`src/rtl/isr_pkg.sv`:
```
// Shared types, default sizes and helpers for the sequential integer square root unit.
package isr_pkg;

    localparam int ISR_IN_W       = 64;
    localparam int ISR_MUL_STAGES = 8;
    localparam int ISR_MAX_W      = 128;

    typedef enum logic [2:0] {
        S_IDLE,
        S_LOAD,
        S_FEED,
        S_WAIT,
        S_CHECK,
        S_DONE
    } isr_state_t;

    // Index of the highest set bit; zero input yields 0.
    function automatic logic [7:0] msb_index(input logic [ISR_MAX_W-1:0] v);
        logic [7:0] idx;
        idx = '0;
        for (int i = 0; i < ISR_MAX_W; i++) begin
            if (v[i]) idx = 8'(i);
        end
        return idx;
    endfunction

endpackage

```
`src/rtl/isr_mul_pipe.sv`:
```
// Unsigned W x W -> 2W multiplier with STAGES cycles of latency and a travelling valid bit.
module isr_mul_pipe #(
    parameter int W      = 32,
    parameter int STAGES = 8
) (
    input  logic           i_clock,
    input  logic           i_reset,
    input  logic           i_flush,
    input  logic           i_start,
    input  logic [W-1:0]   i_mcand,
    input  logic [W-1:0]   i_mplier,
    output logic [2*W-1:0] o_product,
    output logic           o_done
);

    logic [2*W-1:0]    w_a;
    logic [2*W-1:0]    w_b;
    logic [2*W-1:0]    r_prod [STAGES];
    logic [STAGES-1:0] r_vld;

    assign w_a = {{W{1'b0}}, i_mcand};
    assign w_b = {{W{1'b0}}, i_mplier};

    // Flush kills everything in flight, including a start issued in the same cycle.
    always_ff @(posedge i_clock or negedge i_reset) begin
        if (!i_reset) begin
            r_vld <= '0;
        end else if (i_flush) begin
            r_vld <= '0;
        end else begin
            r_vld[0] <= i_start;
            for (int i = 1; i < STAGES; i++) begin
                r_vld[i] <= r_vld[i-1];
            end
        end
    end

    always_ff @(posedge i_clock) begin
        r_prod[0] <= w_a * w_b;
        for (int i = 1; i < STAGES; i++) begin
            r_prod[i] <= r_prod[i-1];
        end
    end

    assign o_product = r_prod[STAGES-1];
    assign o_done    = r_vld[STAGES-1];

endmodule

```
`src/rtl/isr_seq.sv`:
```
// Sequential floor(sqrt(value)): one result bit per iteration, MSB first, by squaring a trial
// value on a pipelined multiplier. A start while busy restarts the operation.
module isr_seq
    import isr_pkg::*;
#(
    parameter int IN_W       = ISR_IN_W,
    parameter int OUT_W      = IN_W / 2,
    parameter int MUL_STAGES = ISR_MUL_STAGES,
    parameter bit SKIP_EN    = 1'b1
) (
    input  logic             i_clock,
    input  logic             i_reset,
    input  logic             i_start,
    input  logic [IN_W-1:0]  i_value,
    output logic             o_busy,
    output logic             o_done,
    output logic [OUT_W-1:0] o_result
);

    localparam int KW = (OUT_W > 1) ? $clog2(OUT_W) : 1;

    isr_state_t       r_state;
    isr_state_t       w_state_next;
    logic [IN_W-1:0]  r_value;
    logic [OUT_W-1:0] r_work;
    logic [KW-1:0]    r_k;
    logic [IN_W-1:0]  r_prod;
    logic [OUT_W-1:0] r_result;

    logic [OUT_W-1:0] w_trial;
    logic [KW-1:0]    w_k_start;
    logic             w_keep;
    logic             w_busy;
    logic             w_done;
    logic             w_mul_start;
    logic             w_flush;
    logic [IN_W-1:0]  w_mul_product;
    logic             w_mul_done;

    assign w_trial   = r_work | (OUT_W'(1) << r_k);
    assign w_keep    = (r_prod <= r_value);
    // Starting at half the radicand's MSB skips iterations whose trial square must exceed it.
    assign w_k_start = SKIP_EN ? KW'(msb_index(ISR_MAX_W'(r_value)) >> 1) : KW'(OUT_W - 1);

    isr_mul_pipe #(
        .W      (OUT_W),
        .STAGES (MUL_STAGES)
    ) u_mul (
        .i_clock   (i_clock),
        .i_reset   (i_reset),
        .i_flush   (w_flush),
        .i_start   (w_mul_start),
        .i_mcand   (w_trial),
        .i_mplier  (w_trial),
        .o_product (w_mul_product),
        .o_done    (w_mul_done)
    );

    always_ff @(posedge i_clock or negedge i_reset) begin
        if (!i_reset) r_state <= S_IDLE;
        else          r_state <= w_state_next;
    end

    always_comb begin
        w_state_next = r_state;
        w_busy       = 1'b0;
        w_done       = 1'b0;
        w_mul_start  = 1'b0;
        w_flush      = 1'b0;
        case (r_state)
            S_IDLE: begin
                w_state_next = r_state;
            end
            S_LOAD: begin
                w_busy       = 1'b1;
                w_state_next = S_FEED;
            end
            S_FEED: begin
                w_busy       = 1'b1;
                w_mul_start  = 1'b1;
                w_state_next = S_WAIT;
            end
            S_WAIT: begin
                w_busy = 1'b1;
                if (w_mul_done) w_state_next = S_CHECK;
            end
            S_CHECK: begin
                w_busy       = 1'b1;
                w_state_next = (r_k == '0) ? S_DONE : S_FEED;
            end
            S_DONE: begin
                w_done       = 1'b1;
                w_state_next = S_IDLE;
            end
            default: begin
                w_state_next = S_IDLE;
            end
        endcase
        if (i_start) begin
            w_state_next = S_LOAD;
            w_flush      = w_busy;
        end
    end

    always_ff @(posedge i_clock or negedge i_reset) begin
        if (!i_reset) begin
            r_value  <= '0;
            r_work   <= '0;
            r_k      <= '0;
            r_prod   <= '0;
            r_result <= '0;
        end else if (i_start) begin
            r_value <= i_value;
            r_work  <= '0;
        end else begin
            case (r_state)
                S_LOAD: r_k <= w_k_start;
                S_WAIT: if (w_mul_done) r_prod <= w_mul_product;
                S_CHECK: begin
                    if (w_keep) r_work <= w_trial;
                    // The final bit lands straight in the result so it is valid alongside done.
                    if (r_k != '0) r_k <= r_k - KW'(1);
                    else           r_result <= w_keep ? w_trial : r_work;
                end
                default: ;
            endcase
        end
    end

    assign o_busy   = w_busy;
    assign o_done   = w_done;
    assign o_result = r_result;

endmodule

```
`config.mk`:
```
export PLATFORM = sky130hd
export DESIGN_NAME = isr_seq
export DESIGN_NICKNAME = d
export VERILOG_FILES = /design/src/rtl/isr_pkg.sv /design/src/rtl/isr_mul_pipe.sv /design/src/rtl/isr_seq.sv
export SDC_FILE = /design/constraint.sdc
export NUM_CORES = 2
export LEC_CHECK = 0
export BUFFER_PORTS_ARGS = -buffer_cell sky130_fd_sc_hd__buf_4
export CORE_MARGIN = 2
export CORE_UTILIZATION = 66
export DETAILED_ROUTE_END_ITERATION = 7
export GPL_TIMING_DRIVEN = 0
export HOLD_SLACK_MARGIN = 0.03
export MAX_ROUTING_LAYER = met4
export PLACE_DENSITY = 0.83
export SYNTH_ARGS = -nofsm -noshare
export SYNTH_HDL_FRONTEND = slang
export SYNTH_HIERARCHICAL = 1
export SYNTH_SLANG_ARGS = --single-unit
```
`constraint.sdc`:
```
create_clock -name i_clock -period 14.7 [get_ports i_clock]
set_clock_uncertainty 0.15 [all_clocks]
set_input_delay 2.205 -clock i_clock [delete_from_list [all_inputs] [get_ports i_clock]]
set_output_delay 2.205 -clock i_clock [all_outputs]
set_load 0.1 [all_outputs]
```
==> results.md <==
* Core Area at 82000 sq um
* Worst Max-Slew Pin Slew at 1560 ps
* Net count, final at 6749
* Crit path launch: r_k[0]
* RSZ-0062 raised after global routing: false
* Crit path kind: reg2reg
* Ys Warns at 6
* Relative slew margins at -0.0387
* Number of remaining DRC errors at 0
* Number of global-route vias before repair at 41200
* Leak at 29.0 nW
* Util after Layout at 0.716
* Setup TNS at 0 ps
* Clk_lat worst skew at 610 ps
* Yosys top cell by area: fa_1
* Reg2reg start: r_k[0]
* Detailed-placement wirelength estimate at 133000 um
* Critical path endpoint category: register
* CP endpoint: u_mul/r_prod[0][48]
* Synthesized flop and latch total at 720
* Worst-path maximum fanout at 11
* Num CTS Buffers at 58
* Multi-input combinational cell area at 34100 sq um
* Max frequency at 94.7 MHz
* Final count of pins violating max slew at 11
* Hold-fix buffers, CTS at 0
* Rows at 105
* DRT antenna net count at 0
* Distinct cell type count after synthesis at 84
* Post-synthesis cell area at 54500 sq um
* Initial Util at 0.665
* I/O pin count at 101
* Placement Cell Area at 56600 sq um
* Clk buf depth at 3
* CTS tree: built
* Clk sinks at 720
* DR iter-0 viols at 3921
* P per Cell Area at 71.1 nW/um^2
* Root Driver: clkbuf_16
* Failing checks: max-capacitance violations, max-slew violations
* Yosys top cell area share at 0.329
* Wirelength per Cell at 25.9 um
* PortBufs at 99
* Grt ovf at 0
* R2R Path End: u_mul/r_prod[0][48]
* Final Critical Period at 10560 ps
* CP Launch Type: register
* GRT Total Usage at 0.423
* Pin count of the biggest net entering global routing at 108
* Post-Syn Instances at 5294
* Clock Pin Slew Worst Setup and Hold Paths at 70 ps
* Postcts setup bufs at 0
* Post-synth top cells: 934 x inv_1, 896 x fa_1, 673 x nand2_1
* Synthesis-to-layout area growth at 7.67%
* Drt pass-1 iters at 6
* Critical path data required time at 15040 ps
* Net Count, Synth at 6589
* Slowest CP cell: clkbuf_1
* Vias per cell at 5.96
* Fill cells at 5846
* Dominant synthesized flop cell: dfxtp_1
* CP max stage delay at 900 ps
* Post-route setup slack at 4140 ps
* Via count at 39200
* Register area at 15500 sq um
* Critical path's most frequent cell: fa_1
* Min-delay worst type: reg2reg
* Final RePlAce weighted congestion at 1.05
* First-pass GRT wire length at 255000 um
* Hold Violations, Final at 0
* Status: finished with violations
* # H-tree levels at 2
* Die area at 84900 sq um
* Peak VDD IR at 0.105 mV
* Height of the die at 291 um
* R2R depth at 27
* Die X-Extent at 291 um
* Initial antenna violation count at 28
* Post_cts resized at 0
* Min Hold Slack at 142 ps
* Final Cycle Share at 0.718
* Dpl ws at 4460 ps
* Layout cell share with drive strength beyond 1 at 0.0694
* Post-synth ARST share at 0.289
* Max-cap violation count at 1
* Routed WL at 171000 um
* Number of flops mapped to enable cells by yosys at 0
* Crit path DAT at 10900 ps
* # setup viols final at 0
* Mean Syn Cell Area at 10.3 sq um
* Seq/Total Area, Yosys at 0.283
* Design area at 58700 sq um
* Top cells by area, synth: fa_1 33%, dfxtp_1 19%, dfrtp_1 9.5%, ha_1 7.6%, and2_1 7.0%
* Worst R2R Setup Slack at 4140 ps
* Top-count cell post-synth: inv_1
==> power breakdown <==
part	leakage, nW	total (mW)	switching, mW	internal, mW
sequential	6.89	2.08	0.0340	2.05
clock	0.998	1.62	0.723	0.894
combinational	21.1	0.478	0.358	0.120
==> sequential cells by signal (all words and copies together), names as in the netlist <==
register,cells
r_state,3
r_value,64
r_work,32
u_mul/r_prod,512
r_k,5
u_mul/r_vld,8
r_prod,64
o_result,32
==> cells in the final DEF (no fill, tap or decap), types with 75 or more instances in the layout <==
cell type	instances
a21oi_1	90
and2_1	610
buf_4	162
clkbuf_1	252
dfrtp_1	208
dfxtp_1	512
fa_1	896
ha_1	332
inv_1	934
nand2_1	673
nor2_1	75
o21ai_0	108
==> kinds of logic after synthesis <==
| kind of cell | synth area share |
|---|---|
| buffers and inverters | 0.0913 |
| adder cells (fa/ha/maj) | 0.405 |
| multiplexers | 0.0134 |
| AND/OR/NAND/NOR | 0.141 |
| AO/OA/AOI/OAI | 0.0557 |
| flip-flops | 0.283 |
| XOR/XNOR | 0.00948 |
==> how the worst min path moves through the flow <==
stage | startpoint | end | cells past startpoint
after floorplan | u_mul/r_prod[0][36] | u_mul/r_prod[0][100] | 0
after global placement | u_mul/r_prod[0][251] | u_mul/r_prod[1][59] | 0
final | u_mul/r_prod[0][221] | u_mul/r_prod[1][29] | 0
after CTS | u_mul/r_prod[0][221] | u_mul/r_prod[1][29] | 0
after global routing | u_mul/r_prod[0][154] | u_mul/r_prod[0][218] | 0
after detailed placement | u_mul/r_prod[0][52] | u_mul/r_prod[0][116] | 0
==> per-layer routing <==
layer / share of wire / global-route usage
met5: 0 / -
met4: 0.079 / 0.256
met3: 0.10 / 0.0909
met2: 0.45 / 0.643
met1: 0.37 / 0.523
==> worst max-delay path, delay by kind of cell (launching register included) <==
kind | cells | cell delay, ps
and+or+nand+nor | 3 | 560
adders and majority gates | 10 | 4410
buffers and inverters | 6 | 2010
AOI/OAI and AO/OA | 8 | 2860
DFF | 1 | 460
==> area by class of cell <==
cell class              count  share of cell area
multi-input cells        3316               0.581
flip-flops and latches    720               0.263
inverters                 936              0.0599
clock buffers              81              0.0290
plain buffers             322              0.0249
well taps                1070              0.0228
repair buffers            100              0.0133
clock inverters            29             0.00556
diodes                     14            0.000597
==> per-stage QoR <==
stage | instances | power, mW
detailed placement | 6464 | 2.57
global placement | 6463 | 2.56
finish | 6588 | 4.17
CTS | 6574 | 4.16
global route | 6582 | 4.29
floorplan | 5294 | 2.34
Power figures use the tool's default switching activity.
